**src/rtl/led_status_reader_pkg.sv**
```systemverilog
// Shared definitions for the LED status read initiator.
// Holds the reader state encoding and the default LED register addresses.
// The write-side ROM sequencer and the LED peripheral use the same addresses.
package led_status_reader_pkg;

   typedef enum logic [2:0] {
      ST_IDLE,
      ST_REQ_LO,
      ST_WAIT_LO,
      ST_REQ_HI,
      ST_WAIT_HI,
      ST_UPDATE,
      ST_WAIT_POLL
   } reader_state_t;

   localparam logic [7:0] LED_LO_ADDR_DEFAULT = 8'h00;
   localparam logic [7:0] LED_HI_ADDR_DEFAULT = 8'h01;

   localparam int TIMER_WIDTH = 32;

   // Builds a snapshot word from its two bytes, with the high byte first.
   function automatic logic [15:0] join_bytes(input logic [7:0] hi, input logic [7:0] lo);
      return {hi, lo};
   endfunction

endpackage

```
**src/rtl/led_reader_timer.sv**
```systemverilog
// Loadable down-counter that serves both the poll interval and the read timeout.
// tc is high whenever the count is zero. The count holds at zero rather than wrapping.
module led_reader_timer
   import led_status_reader_pkg::*;
#(
   parameter int WIDTH = TIMER_WIDTH
) (
   input  logic             clk,
   input  logic             rst,
   input  logic             load,
   input  logic [WIDTH-1:0] load_value,
   input  logic             dec,
   output logic             tc
);

   logic [WIDTH-1:0] count;

   // Load takes priority over decrement. The count saturates at zero.
   always_ff @(posedge clk or negedge rst) begin
      if (!rst) begin
         count <= '0;
      end else if (load) begin
         count <= load_value;
      end else if (dec && (count != '0)) begin
         count <= count - 1'b1;
      end
   end

   assign tc = (count == '0);

endmodule

```
**src/rtl/led_status_reader.sv**
```systemverilog
// Polling read initiator for the LED peripheral.
// It reads the low byte and then the high byte, and publishes a 16-bit snapshot.
// Each published snapshot gets a one-cycle snap_valid pulse.
// Reads that get no response end after a bounded wait and set the sticky timeout_err.
// Optional build macro LED_READER_CHANGE_ONLY_EN:
// when it is defined, snap_valid pulses only when the value changes,
// or on the first snapshot after reset.
module led_status_reader
   import led_status_reader_pkg::*;
#(
   parameter int         POLL_CYCLES    = 64,
   parameter int         TIMEOUT_CYCLES = 8,
   parameter logic [7:0] LED_LO_ADDR    = LED_LO_ADDR_DEFAULT,
   parameter logic [7:0] LED_HI_ADDR    = LED_HI_ADDR_DEFAULT
) (
   input  logic        clk,
   input  logic        rst,
   input  logic        enable,
   output logic        rd_en,
   output logic [7:0]  rd_addr,
   input  logic [7:0]  rd_data,
   input  logic        rd_valid,
   output logic [15:0] snapshot,
   output logic        snap_valid,
   output logic        timeout_err,
   output logic        busy,
   output logic [31:0] poll_count
);

   localparam logic [TIMER_WIDTH-1:0] POLL_LOAD    = TIMER_WIDTH'(POLL_CYCLES - 1);
   localparam logic [TIMER_WIDTH-1:0] TIMEOUT_LOAD = TIMER_WIDTH'(TIMEOUT_CYCLES - 1);

   reader_state_t          state;
   logic [7:0]             lo_byte;
   logic                   timer_load;
   logic [TIMER_WIDTH-1:0] timer_value;
   logic                   timer_dec;
   logic                   timer_tc;
   logic [15:0]            new_snapshot;
`ifdef LED_READER_CHANGE_ONLY_EN
   logic                   first_done;
`endif

   assign new_snapshot = join_bytes(rd_data, lo_byte);

   led_reader_timer #(
      .WIDTH (TIMER_WIDTH)
   ) u_timer (
      .clk        (clk),
      .rst        (rst),
      .load       (timer_load),
      .load_value (timer_value),
      .dec        (timer_dec),
      .tc         (timer_tc)
   );

   // Arms the shared timer on entry to each wait.
   // REQ cycles load the read timeout. UPDATE and a timeout exit load the poll interval.
   always_comb begin
      timer_load  = 1'b0;
      timer_value = '0;
      timer_dec   = 1'b0;
      case (state)
         ST_REQ_LO, ST_REQ_HI: begin
            timer_load  = 1'b1;
            timer_value = TIMEOUT_LOAD;
         end
         ST_WAIT_LO, ST_WAIT_HI: begin
            if (!rd_valid) begin
               if (timer_tc) begin
                  timer_load  = 1'b1;
                  timer_value = POLL_LOAD;
               end else begin
                  timer_dec = 1'b1;
               end
            end
         end
         ST_UPDATE: begin
            timer_load  = 1'b1;
            timer_value = POLL_LOAD;
         end
         ST_WAIT_POLL: begin
            timer_dec = 1'b1;
         end
         default: begin
            timer_load = 1'b0;
         end
      endcase
   end

   // Main sequencer. Every output is registered alongside the state it belongs to.
   always_ff @(posedge clk or negedge rst) begin
      if (!rst) begin
         state       <= ST_IDLE;
         rd_en       <= 1'b0;
         rd_addr     <= 8'h00;
         snapshot    <= 16'h0000;
         snap_valid  <= 1'b0;
         timeout_err <= 1'b0;
         busy        <= 1'b0;
         poll_count  <= 32'd0;
         lo_byte     <= 8'h00;
`ifdef LED_READER_CHANGE_ONLY_EN
         first_done  <= 1'b0;
`endif
      end else begin
         rd_en      <= 1'b0;
         snap_valid <= 1'b0;
         case (state)
            ST_IDLE: begin
               if (enable) begin
                  state   <= ST_REQ_LO;
                  rd_en   <= 1'b1;
                  rd_addr <= LED_LO_ADDR;
                  busy    <= 1'b1;
               end
            end
            ST_REQ_LO: begin
               state <= ST_WAIT_LO;
            end
            ST_WAIT_LO: begin
               if (rd_valid) begin
                  lo_byte <= rd_data;
                  state   <= ST_REQ_HI;
                  rd_en   <= 1'b1;
                  rd_addr <= LED_HI_ADDR;
               end else if (timer_tc) begin
                  timeout_err <= 1'b1;
                  if (enable) begin
                     state <= ST_WAIT_POLL;
                  end else begin
                     state <= ST_IDLE;
                     busy  <= 1'b0;
                  end
               end
            end
            ST_REQ_HI: begin
               state <= ST_WAIT_HI;
            end
            ST_WAIT_HI: begin
               if (rd_valid) begin
                  state      <= ST_UPDATE;
                  snapshot   <= new_snapshot;
                  poll_count <= poll_count + 32'd1;
`ifdef LED_READER_CHANGE_ONLY_EN
                  snap_valid <= !first_done || (new_snapshot != snapshot);
                  first_done <= 1'b1;
`else
                  snap_valid <= 1'b1;
`endif
               end else if (timer_tc) begin
                  timeout_err <= 1'b1;
                  if (enable) begin
                     state <= ST_WAIT_POLL;
                  end else begin
                     state <= ST_IDLE;
                     busy  <= 1'b0;
                  end
               end
            end
            ST_UPDATE: begin
               if (enable) begin
                  state <= ST_WAIT_POLL;
               end else begin
                  state <= ST_IDLE;
                  busy  <= 1'b0;
               end
            end
            ST_WAIT_POLL: begin
               if (!enable) begin
                  state <= ST_IDLE;
                  busy  <= 1'b0;
               end else if (timer_tc) begin
                  state   <= ST_REQ_LO;
                  rd_en   <= 1'b1;
                  rd_addr <= LED_LO_ADDR;
               end
            end
            default: begin
               state <= ST_IDLE;
               busy  <= 1'b0;
            end
         endcase
      end
   end

endmodule

```
**config.mk**
```make
export PLATFORM = sky130hd
export DESIGN_NAME = led_status_reader
export DESIGN_NICKNAME = d
export VERILOG_FILES = /design/src/rtl/led_status_reader_pkg.sv /design/src/rtl/led_reader_timer.sv /design/src/rtl/led_status_reader.sv
export SDC_FILE = /design/constraint.sdc
export NUM_CORES = 1
export LEC_CHECK = 0
export ABC_CLOCK_PERIOD_IN_PS = 4900
export CAP_MARGIN = 20
export CORE_MARGIN = 4
export CORE_UTILIZATION = 25
export CTS_CLUSTER_DIAMETER = 120
export CTS_CLUSTER_SIZE = 25
export DETAILED_ROUTE_END_ITERATION = 6
export PLACE_DENSITY_LB_ADDON = 0.25
export SLEW_MARGIN = 20
export SYNTH_ARGS = -nofsm -noshare
export SYNTH_HDL_FRONTEND = slang
export SYNTH_HIERARCHICAL = 1
export SYNTH_SLANG_ARGS = --single-unit
export TNS_END_PERCENT = 50
```
**constraint.sdc**
```tcl
create_clock -name clk -period 4.9 [get_ports clk]
set_input_delay 0.49 -clock clk [delete_from_list [all_inputs] [get_ports clk]]
set_output_delay 0.49 -clock clk [all_outputs]
set_load 0.02 [all_outputs]
```
# --- Yosys cells after proc, flatten, opt, wreduce, memory -nomap -nowiden ---
# Index checks and enable logic that the tools add are counted.
word_totals:
  register_bits: 103
  input_bits: 12
  output_inout_bits: 60
  elab_cells: 77
classes:
  addsub: 2
  eq_ne: 13
  muxes: 34
  n_bitwise: 2
  n_reduce_logical: 16
ops:
  columns: ["op", "count"]
  rows:
  - ["$mux 32", 2]
  - ["$add 32x1->32 const B", 1]
  - ["$logic_not 32->1", 1]
  - ["$mux 8", 4]
  - ["$reduce_bool 32->1", 1]
  - ["$sub 32x1->32 const B", 1]
  - ["$pmux 8 s3", 1]
  - ["$mux 3", 7]
  - ["$pmux 3 s7", 1]
  - ["$pmux 6 s3", 1]
  - ["$mux 1", 12]
  - ["$mux 6", 2]
  - ["$ne 2x2->1 const B", 5]
  - ["$eq 3x3->1 const B", 3]
  - ["$eq 3x2->1 const B", 2]
  - ["$reduce_and 2->1", 3]
  - ["$reduce_or 2->1", 3]
  - ["$reduce_and 5->1", 1]
  - ["$pmux 1 s2", 2]
  - ["$pmux 1 s4", 1]
  - ["$reduce_and 4->1", 1]
  - ["$eq 3x1->1 const B", 1]
  - ["$logic_not 3->1", 1]
  - ["$ne 3x3->1 const B", 1]
  - ["other kinds (8)", 9]

# --- Depth between registers and ports, before layout ---
# Gate-level depths: netlist of the first run.
depth:
  ltp_word: 7
  depth_mapped: 16
  depth_no_buf: 13

# --- Cells and area by module ---
# The synthesis of the first run kept the hierarchy.
by_module_without_submodules:
  columns: ["mod", "n_inst", "cells_per_inst", "area_each_um2"]
  rows:
  - ["led_status_reader", 1, 283, 2964.1]
  - ["led_reader_timer", 1, 234, 2067.0]

# --- Worst setup path before layout of the first run ---
# No wires, ideal clock.
synth_timing:
  kind: "reg2reg"
  from: "register u_timer.count[0]"
  to: "register u_timer.count[14]"
  setup_ps: 135
  arrival_time_ps: 3343
  required_time_ps: 4765
  path_slack_ps: 1421
  path_stages_with_launch: 15
  period_less_slack_ps: 3479
  path_cell_list: "dfrtp_1 inv_1 ha_1 nor4b_2 and3_1 clkbuf_1 and3_1 clkbuf_1 nor2b_1 o21ai_0 a22oi_1 clkbuf_1 clkbuf_1 clkbuf_1 o21ai_0"
synth_lines:
  columns: ["element", "line_no", "text"]
  rows:
  - ["start: declaration", "led_reader_timer.sv:16", "logic [WIDTH-1:0] count;"]
  - ["start signal: assignment", "led_reader_timer.sv:23", "count <= load_value;"]
  - ["start signal: assignment", "led_reader_timer.sv:25", "count <= count - 1'b1;"]
  - ["$logic_not 32->1 (*)", "led_reader_timer.sv:29", "assign tc = (count == '0);"]
  - ["net timer_tc", "led_status_reader.sv:38", "logic timer_tc;"]
  - ["$mux 1 (*)", "led_status_reader.sv:70", "if (timer_tc) begin"]
  - ["$mux 1 (*)", "led_status_reader.sv:69", "if (!rd_valid) begin"]
  - ["$pmux 1 s2 (*)", "led_status_reader.sv:63", "case (state)"]
  - ["net timer_load", "led_status_reader.sv:35", "logic timer_load;"]
  - ["$mux 32 / $reduce_bool 2->1 (equally long branches)", null, null]
# The timed path passes the listed nets; every way through them passes the cells marked *. The select of a mux whose other input is x is not followed.
# A chain may end at the register's enable or synchronous reset.

# --- Worst setup path in the final report of the first run ---
layout_timing:
  from: "register u_timer.count[0]"
  to: "register u_timer.count[26]"
layout_between:
  elab_chain_cells: 6
layout_rtl:
  columns: ["element", "line_no", "text"]
  rows:
  - ["$logic_not 32->1", "led_reader_timer.sv:29", null]
  - ["net timer_tc", "led_status_reader.sv:38", null]
  - ["$mux 1", "led_status_reader.sv:70", null]
  - ["$mux 1", "led_status_reader.sv:69", null]
  - ["$pmux 1 s2", "led_status_reader.sv:63", null]
  - ["net timer_dec", "led_status_reader.sv:37", "logic timer_dec;"]
  - ["$logic_and 1x1->1", "led_reader_timer.sv:24", "end else if (dec && (count != '0)) begin"]
  - ["$reduce_bool 2->1 (no source line)", null, null]
# The timed path passes the listed nets, and every way through them passes these cells. The select of a mux whose other input is x is not followed.

==> results by group, run 1 <==
Floorplanning
  – Die area: 22460 µm²
  – Die Y: 149.9 µm
  – Rows: 51
  – Die X: 149.9 µm
  – Initial core utilization: 25.60%
  – IO Pins: 72
  – Core Region: 19650 µm²

Global route
  – First-pass GRT wire length: 20190 µm
  – Vias in the first global route: 4031
  – Gr usage total: 11.05%
  – Largest net degree at the start of global routing: 55
  – Gr ovfl total: 0
  – Antenna violations before repair: 0

Yosys
  – Synth Area per Inst: 9.731 µm²
  – Number of synthesized flops with an enable pin: 0
  – Sequential fraction of the synthesis area: 47.75%
  – Post-Syn Area: 5031 µm²
  – Main synth FF type: dfrtp_1
  – Post-Synthesis Cells: 517
  – Async SR Flop Fraction: 100.0%
  – Flops & latches, synth: 96
  – Netlist cell types: 73
  – Yosys warning total: 6

Power and ir drop
  – Power, Total: 0.003217 W
  – PwrDens: 511.2 nW/µm²
  – Leakage: 2.645 nW
  – Part of the power in combinational logic: 35.4%
  – Internal: 0.001954 W
  – Psw: 0.001263 W
  – Flop pwr share: 41.4%
  – Sw frac: 39.26%
  – Clk pwr share: 23.2%
  – Max rail drop VDD: 153.0 µV

Critical path
  – Worst EP required: 5.18 ns
  – Slowest stage cell, crit path: or4_4
  – Worst reg2reg path depth: 12
  – Crit path DAT: 4.16 ns
  – Worst R2R End: u_timer/count[26]
  – Reg-to-reg critical path startpoint: u_timer/count[0]
  – Crit path largest cell delay: 0.62 ns
  – CP max FO: 13
  – Type of origin of the critical path: register
  – R2r setup slk: 1.02 ns
  – CP Cell Sequence: inv_1 > ha_1 > nor4b_2 > and3_1 > and3_1 > nor2_1 > o21ai_0 > a21oi_1 > inv_1 > or4_4 > or4b_1 > nand3_1
  – Kind of critical path: reg -> reg
  – CP endpoint kind: register

CTS
  – Post-CTS setup buffer count: 0
  – H-tree lvl count: 3
  – # hold bufs at CTS: 0
  – Root Buffer: clkbuf_16
  – Clock transition at path regs: 0.07 ns
  – CTS tree: done
  – Max Root-Sink Buffers: 2
  – Clock Sink Count: 96
  – CTS buffer count: 9
  – Cts repair resizes: 0
  – Clk_lat worst skew: 0.35 ns

Cells and area
  – # fillers: 2082
  – Area Growth Syn to Fin: 25.09%
  – Layout cells sized above 1: 8.775%
  – Diode count: 0
  – Most frequent cells in the layout: dfrtp_1, nand2_1, clkdlybuf4s50_1, conb_1, nor2_1
  – Commonest non-fill, non-tap cell in the layout: dfrtp_1
  – # nets final: 613

Timing
  – Slew Viols, Final: 0
  – Worst hold slack: 0.1297 ns
  – RSZ-0062 raised after global routing: false
  – Setup-violating endpoint count in the final report: 0
  – Max Fclk: 257.7 MHz
  – Fin crit share: 79.19%
  – Max_slew headroom: 53.96%
  – Clock Skew: 0.008090 ns
  – Fin crit period: 3.880 ns
  – Setup TNS: 0 ns
  – Worst Max-Slew Pin Slew: 0.6906 ns
  – Final hold vios: 0

Placement
  – Port bufs: 64
  – Placer Congestion: 0.8008
  – HPWL after DPL: 8497 µm

Routing
  – Final WL: 12270 µm
  – DR vias: 4061
  – Avg WL per Cell: 14.12 µm
  – Via density: 4.673
  – Initial drt markers: 193
  – DRC errors left: 0
  – Drt first pass iters: 4
  – Final ANT Viol Nets: 0

Status
  – Status: completed

Min path
  – Hold WC Path Type: in -> async

Run
  – Max-Cap Viols: 0
registers in the layout (all words and copies together), names as in the netlist:
register,count
state,3
rd_addr,1
u_timer/count,32
timeout_err,1
poll_count,32
busy,1
snapshot,16
rd_en,1
snap_valid,1
lo_byte,8
synth_stat cells, drive strengths merged, types with 8 or more instances:
cell type  count  area share [%]
a31oi         13             1.7
xor2          22             3.8
nor4          10             2.0
nor2          30             2.3
o21ai         24             2.4
dfrtp         96              48
nand3         18             1.9
and4           8             1.5
buf           13             2.2
mux2           8             1.8
nor3          29             3.3
nand2         89             6.7
inv           14             1.0
nand4         15             2.3
a21oi          8            0.80
xnor2         19             3.3
clkbuf        15             1.1
layout make-up:
| class | instances | area, µm² | share of cell area [%] |
|---|---|---|---|
| Clock inverter | 7 | 87.58 | 1.392 |
| Multi-Input combinational cell | 409 | 2525 | 40.12 |
| Tap cell | 265 | 331.6 | 5.268 |
| Sequential cell | 96 | 2402 | 38.17 |
| Clock buffer | 9 | 225.2 | 3.579 |
| Timing Repair Buffer | 67 | 660.6 | 10.50 |
| Inverter | 16 | 61.31 | 0.9742 |
worst max-delay path: cells and delay by family, from the launching register on:
kind            cells  cell delay [ns]
fa+ha+maj           1             0.21
buf+inv             2             0.34
compound gates      2             0.62
flops               1             0.41
simple gates        7             2.23
through the flow:
step	util [%]	cells	setup WS [ns]	cell area, µm²
CTS	32.02	869	1.035	6294
detailed placement	30.43	853	1.078	5981
global route	32.02	869	0.7287	6294
finish	32.02	869	1.020	6294
floorplan	-	549	1.421	5151
global placement	30.43	853	1.181	5981
worst max-delay path by stage:
| stage | start | endpoint | cells after the start |
|---|---|---|---|
| finish | u_timer/count[0] | u_timer/count[26] | 12 |
| global route | u_timer/count[0] | u_timer/count[26] | 12 |
| CTS | u_timer/count[0] | u_timer/count[26] | 12 |
| detailed placement | u_timer/count[0] | u_timer/count[26] | 12 |
| global placement | u_timer/count[0] | u_timer/count[26] | 12 |
| floorplan | u_timer/count[0] | u_timer/count[14] | 14 |
cells by family after synthesis:
group / after synthesis / synth area share, %
multiplexers: 9 / 1.990
buffers and inverters: 44 / 4.551
flip-flops: 96 / 47.75
AND/OR/NAND/NOR: 240 / 26.36
XOR/XNOR: 41 / 7.137
AO/OA/AOI/OAI: 84 / 11.64
other: 1 / 0.07454
adder cells (fa/ha/maj): 2 / 0.4973
metal layers:
metal | up-vias | global-route usage (%) | part of all wire (%)
met4 | 0 | 5.352 | 2.0
met5 | - | 0 | 0
met3 | 16 | 1.666 | 3.3
li1 | 1995 | - | -
met2 | 79 | 18.20 | 49
met1 | 1971 | 14.19 | 45
power by group through the flow:
stage	sequential, W	combinational [W]	clock [W]
6_report	0.00133	0.00114	0.000746
5_1_grt	0.00137	0.00127	0.000802
4_1_cts	0.00133	0.00115	0.000776
3_5_place_dp	0.00134	0.00115	0
3_3_place_gp	0.00133	0.00113	0
2_1_floorplan	0.00136	0.000718	0
(Power assumes the default switching activity.)
==> run 2: changes to the inputs <==
- ABC_CLOCK_PERIOD_IN_PS: 4900 -> 3680
- clock period: 4.9 -> 3.68 ns (I/O delays scaled with it)
==> results by group, run 2 (same netlist as run 1, synthesis figures left out) <==
Global route
  – Gr ovfl total: 0
  – Vias in the first global route: 4103
  – Largest net degree at the start of global routing: 36
  – Antenna violations before repair: 0
  – First-pass GRT wire length: 20980 µm
  – Gr usage total: 11.42%

Floorplanning
  – Core Region: 19650 µm²
  – Die Y: 149.9 µm
  – Initial core utilization: 25.60%
  – Rows: 51
  – Die area: 22460 µm²
  – Die X: 149.9 µm
  – IO Pins: 72

Routing
  – Final WL: 12380 µm
  – Met2 wire len: 5992 µm
  – Met1 Wirelength: 5595 µm
  – Initial drt markers: 199
  – Drt first pass iters: 5
  – DRC errors left: 0
  – DR top layer: met4
  – WL met3: 604 µm
  – Via density: 4.678
  – Final ANT Viol Nets: 0
  – DR vias: 4107
  – Avg WL per Cell: 14.10 µm

Cells and area
  – Diode count: 0
  – # fillers: 2074
  – Commonest non-fill, non-tap cell in the layout: dfrtp_1
  – Final instance area: 6357 µm²
  – Layout cells sized above 1: 9.788%
  – Most frequent cells in the layout: dfrtp_1, nand2_1, clkdlybuf4s50_1, conb_1, nor2_1
  – Area Growth Syn to Fin: 26.36%
  – Multi-input gate area: 2525 µm²
  – Biggest regs: poll_count: 32 flops, u_timer/count: 32 flops, snapshot: 16 flops
  – Register Area: 2402 µm²
  – # nets final: 623

Timing
  – Clock Skew: 0.006777 ns
  – Max_slew headroom: 60.24%
  – Worst Max-Slew Pin Slew: 0.5945 ns
  – Final hold vios: 0
  – Setup TNS: 0 ns
  – Fin crit period: 3.419 ns
  – Slew Viols, Final: 0
  – Setup-violating endpoint count in the final report: 0
  – RSZ-0062 raised after global routing: false
  – Max Fclk: 292.5 MHz
  – Fin crit share: 92.91%

CTS
  – CTS buffer count: 9
  – Post-CTS setup buffer count: 0
  – Root Buffer: clkbuf_16
  – CTS tree: done
  – Clock transition at path regs: 0.07 ns
  – Clock Sink Count: 96
  – Clk_lat worst skew: 0.35 ns
  – H-tree lvl count: 3
  – Max Root-Sink Buffers: 2

Critical path
  – R2r setup slk: 0.26 ns
  – Cell family with most CP delay: simple AND/OR/NAND/NOR gates
  – CP endpoint kind: register
  – Worst R2R End: u_timer/count[26]
  – CP Cell Sequence: inv_1 > ha_1 > nor4b_2 > and3_1 > and3_1 > nor2_1 > o21ai_0 > a21oi_1 > inv_1 > or4_4 > or4b_1 > nand3_1
  – Worst reg2reg path depth: 12
  – Type of origin of the critical path: register
  – Crit path largest cell delay: 0.59 ns
  – Slowest stage cell, crit path: or4_4
  – CP max FO: 7
  – Worst EP required: 3.97 ns
  – Reg-to-reg critical path startpoint: u_timer/count[0]
  – Worst Path Buf+Inv: 2
  – Kind of critical path: reg -> reg
  – Crit path DAT: 3.70 ns

Min path
  – Hold path start: lo_byte[2]
  – Hold path depth: 2
  – Hold WC Path Type: reg -> reg
  – Worst Hold Path EP: snapshot[2]

Run
  – Max-Cap Viols: 0

Placement
  – Port bufs: 64
  – HPWL after DPL: 8860 µm
  – Placer Congestion: 0.8292
  – Area after DPL: 6061 µm²

Power and ir drop
  – Sw frac: 38.60%
  – Flop pwr share: 41.4%
  – Part of the power in combinational logic: 36.8%
  – Clk pwr share: 21.8%
  – Leakage: 2.691 nW
  – PwrDens: 674.3 nW/µm²
  – Max rail drop VDD: 296.6 µV
  – Internal: 0.002632 W
  – Psw: 0.001655 W

Status
  – Status: completed
[run 2: changes by cell type in the layout (fill, tap and decap cells not counted), sizes merged]
cell | before | now
clkinv | 4 | 5
clkinvlp | 1 | 0
clkbuf | 9 | 10
inv | 17 | 15
dlygate4sd3 | 0 | 1
buf | 4 | 13
[run 2: tightest hold or removal path: stages, from the launching register on]
cell and delay (ns):
dfrtp_1 0.34, nand2_1 0.05, nand2_1 0.05
[run 2: power groups by stage]
stage          logic [W]  clock network [W]  registers [W]
6_report         0.00158           0.000934        0.00178
3_3_place_gp     0.00156                  0        0.00178
5_1_grt          0.00176            0.00102        0.00184
2_1_floorplan   0.000957                  0        0.00181
4_1_cts          0.00159           0.000977        0.00178
3_5_place_dp     0.00159                  0        0.00179
[run 2: cell type report]
class	instances	area share [%]
Clock buffer	10	3.602
Timing Repair Buffer	77	11.81
Sequential cell	96	37.79
Inverter	16	0.9644
Clock inverter	5	0.9053
Multi-Input combinational cell	409	39.72
Tap cell	265	5.216
[run 2: worst max-delay path by stage]
stage	startpoint	end	slack, ns	depth (start not counted)
CTS	u_timer/count[0]	u_timer/count[26]	0.29	12
global route	u_timer/count[24]	u_timer/count[8]	0.03	11
detailed placement	u_timer/count[0]	u_timer/count[26]	0.33	12
finish	u_timer/count[0]	u_timer/count[26]	0.26	12
floorplan	u_timer/count[0]	u_timer/count[14]	0.20	14
global placement	u_timer/count[24]	u_timer/count[8]	0.36	11
[run 2: through the flow]
step                      cells  hold slack [ns]  worst slack [ns]  util, %  power [W]
after global placement      862           0.3276            0.3636    30.84   0.003339
after CTS                   878           0.4642            0.2887    32.35   0.004345
final                       878           0.4590            0.2609    32.35   0.004287
after global routing        878           0.4815           0.02651    32.35   0.004615
after floorplan             549          0.07241            0.2015        -   0.002771
after detailed placement    862           0.3278            0.3274    30.84   0.003378
[run 2: per-layer routing]
layer | up-vias | global-route usage, %
met4 | 0 | 3.705
met3 | 17 | 2.695
li1 | 2012 | -
met5 | - | 0
met2 | 115 | 18.54
met1 | 1963 | 15.00
[run 2: timing repair]
action                                 4_1_cts  5_1_grt
resized for setup                            0        0
endpoints found under the hold margin       28        0
hold buffers                                 1        0
==> run 3: changes to the inputs <==
- ABC_AREA: not set -> 1
==> results by group, run 3 <==
Status
  – Status: completed

Timing
  – Fin crit period: 3.077 ns
  – Setup TNS: 0 ns
  – Slew Viols, Final: 0
  – Setup-violating endpoint count in the final report: 0
  – Fin crit share: 83.60%
  – Final hold vios: 0
  – Clock Skew: 0.008581 ns
  – Max_slew headroom: 38.92%
  – Worst Max-Slew Pin Slew: 0.9113 ns
  – RSZ-0062 raised after global routing: false
  – Max Fclk: 325.0 MHz

CTS
  – CTS tree: done
  – Clk_lat worst skew: 0.36 ns
  – H-tree lvl count: 3
  – CTS buffer count: 9
  – Root Buffer: clkbuf_16
  – Clock Sink Count: 96
  – Clock transition at path regs: 0.08 ns
  – Max Root-Sink Buffers: 2
  – Post-CTS setup buffer count: 0

Placement
  – Placer Congestion: 0.8297
  – HPWL after DPL: 11640 µm
  – Port bufs: 64
  – Area after DPL: 6943 µm²
  – Placed cells: 1211

Power and ir drop
  – Power, Total: 0.005344 W
  – Clk pwr share: 19.3%
  – Internal: 0.002867 W
  – Flop pwr share: 32.8%
  – Part of the power in combinational logic: 47.9%
  – Sw frac: 46.35%
  – PwrDens: 733.3 nW/µm²
  – Leakage: 3.532 nW
  – Max rail drop VDD: 307.6 µV
  – Psw: 0.002477 W

Critical path
  – Crit path DAT: 3.32 ns
  – CP endpoint: u_timer/count[16]
  – Reg-to-reg critical path startpoint: u_timer/count[0]
  – Worst setup path start: u_timer/count[0]
  – Type of origin of the critical path: register
  – Worst R2R End: u_timer/count[16]
  – R2r setup slk: 0.60 ns
  – Crit path largest cell delay: 0.38 ns
  – CP Cell Sequence: inv_1 > ha_1 > nand2_4 > nor2_8 > nand3_1 > nor3_1 > nand3_1 > nand3_1 > clkinvlp_4 > buf_4 > nand2_1 > nand2_1 > nand2_1 > o21ai_2
  – CP max FO: 16
  – CP endpoint kind: register
  – Kind of critical path: reg -> reg
  – Worst reg2reg path depth: 14
  – Slowest stage cell, crit path: dfrtp_1
  – Worst EP required: 3.92 ns

Cells and area
  – Final cell count without fillers: 1228
  – # fillers: 2466
  – Layout cells sized above 1: 8.852%
  – Area Growth Syn to Fin: 23.36%
  – Biggest regs: poll_count: 32 flops, u_timer/count: 32 flops, snapshot: 16 flops
  – Final instance area: 7288 µm²
  – Diode count: 0
  – Most frequent cells in the layout: nand2_1, dfrtp_1, nor2_1, inv_1, nand3_1
  – Multi-input gate area: 3208 µm²
  – Register Area: 2402 µm²
  – Commonest non-fill, non-tap cell in the layout: nand2_1
  – # nets final: 924

Yosys
  – Sequential fraction of the synthesis area: 40.66%
  – Post-Synthesis Cells: 820
  – Post-Syn Area: 5908 µm²
  – Yosys warning total: 6
  – Leading area contributor after synthesis: dfrtp_1
  – Top cell type's share of synthesized area: 40.66%
  – Async SR Flop Fraction: 100.0%
  – Count leader, synth: nand2_1
  – Top post-synthesis cells by area: dfrtp_1, nand2_1, nor2_1, nand3_1, inv_1
  – Number of synthesized flops with an enable pin: 0
  – Post-synth top cells: nand2_1, dfrtp_1, nor2_1, inv_1, nand3_1
  – Netlist cell types: 44
  – Flops & latches, synth: 96
  – Main synth FF type: dfrtp_1
  – Synth Area per Inst: 7.205 µm²

Global route
  – Antenna violations before repair: 0
  – Vias in the first global route: 5082
  – Gr ovfl total: 0
  – Gr usage total: 12.48%
  – Largest net degree at the start of global routing: 42
  – First-pass GRT wire length: 26690 µm

Floorplanning
  – IO Pins: 72
  – Die Y: 161.7 µm
  – Core Region: 22920 µm²
  – Die X: 161.7 µm
  – Die area: 26160 µm²
  – Initial core utilization: 25.78%
  – Rows: 55

Routing
  – Via density: 4.267
  – Initial drt markers: 356
  – Avg WL per Cell: 12.84 µm
  – DRC errors left: 0
  – Final WL: 15770 µm
  – DR vias: 5240
  – Drt first pass iters: 5
  – Final ANT Viol Nets: 0

Run
  – Max-Cap Viols: 0

Min path
  – Hold WC Path Type: reg -> reg
==> run 3: cell count changes after synthesis, moves of 8 or more <==
cell,delta
nor3_1,-23
nor2_1,+65
nand2_1,+226
clkbuf_1,-10
o21ai_2,+11
nor2_4,+9
xor2_1,-8
xnor2_1,-10
nand3_1,+50
inv_1,+57
a31oi_1,-11
==> run 3: cell families after synthesis <==
logic type,after synthesis,share of synthesized area [%]
buf+inv,96,7.222
other cells,1,0.06347
fa+ha+maj,2,0.4235
simple gates,546,41.40
xor+xnor,24,3.685
flops,96,40.66
compound gates,50,5.528
mux,5,1.016
==> run 3: timing repair <==
item / in CTS / in global routing
endpoints found under the hold margin: 7 / 0
setup endpoints to repair: 0 / 5
hold buffers: 1 / 0
gates resized for setup: 0 / 2
==> run 3: layer usage <==
metal  global-route usage [%]  wire length, µm
met5                        0                0
met4                    3.576              229
met3                    1.979              546
met2                    20.62             7340
met1                    17.01             7654
==> run 3: worst min path at each step <==
stage	start	to	slack, ns	depth (start not counted)
4_1_cts	lo_byte[7]	snapshot[7]	0.47	2
3_5_place_dp	rst	u_timer/count[17]	0.38	1
5_1_grt	lo_byte[0]	snapshot[0]	0.50	2
6_report	lo_byte[7]	snapshot[7]	0.47	2
3_3_place_gp	rst	u_timer/count[17]	0.38	1
2_1_floorplan	rst	busy	0.07	0
==> run 3: worst max-delay path, delay by kind of cell (launching register included) <==
family	cells	cell delay, ns
AO/OA/AOI/OAI	1	0.06
AND/OR/NAND/NOR	9	1.35
flip-flops	1	0.38
adder cells (fa/ha/maj)	1	0.34
buffers and inverters	3	0.84
==> run 3: cell type report <==
cell class | instances | share of cell area (%)
multi-input combinational | 660 | 44.02
sequential | 96 | 32.96
timing repair buffer | 70 | 9.408
tap | 313 | 5.373
inverter | 73 | 3.811
clock buffer | 9 | 3.090
clock inverter | 7 | 1.339
==> run 3: power groups by stage <==
| stage | combinational (W) | sequential (W) | clock [W] |
|---|---|---|---|
| floorplan | 0.00176 | 0.00182 | 0 |
| global placement | 0.00256 | 0.00177 | 0 |
| detailed placement | 0.00256 | 0.00177 | 0 |
| CTS | 0.00256 | 0.00176 | 0.00107 |
| global route | 0.00290 | 0.00181 | 0.00112 |
| finish | 0.00256 | 0.00176 | 0.00103 |
==> run 3: stage by stage <==
| stage | setup WS (ns) | utilization [%] | hold slack [ns] |
|---|---|---|---|
| 2_1_floorplan | 1.027 | - | 0.07241 |
| 3_3_place_gp | 0.5211 | 30.30 | 0.3768 |
| 3_5_place_dp | 0.3823 | 30.30 | 0.3790 |
| 4_1_cts | 0.3767 | 31.75 | 0.4728 |
| 5_1_grt | 0.2074 | 31.80 | 0.4989 |
| 6_report | 0.6034 | 31.80 | 0.4716 |
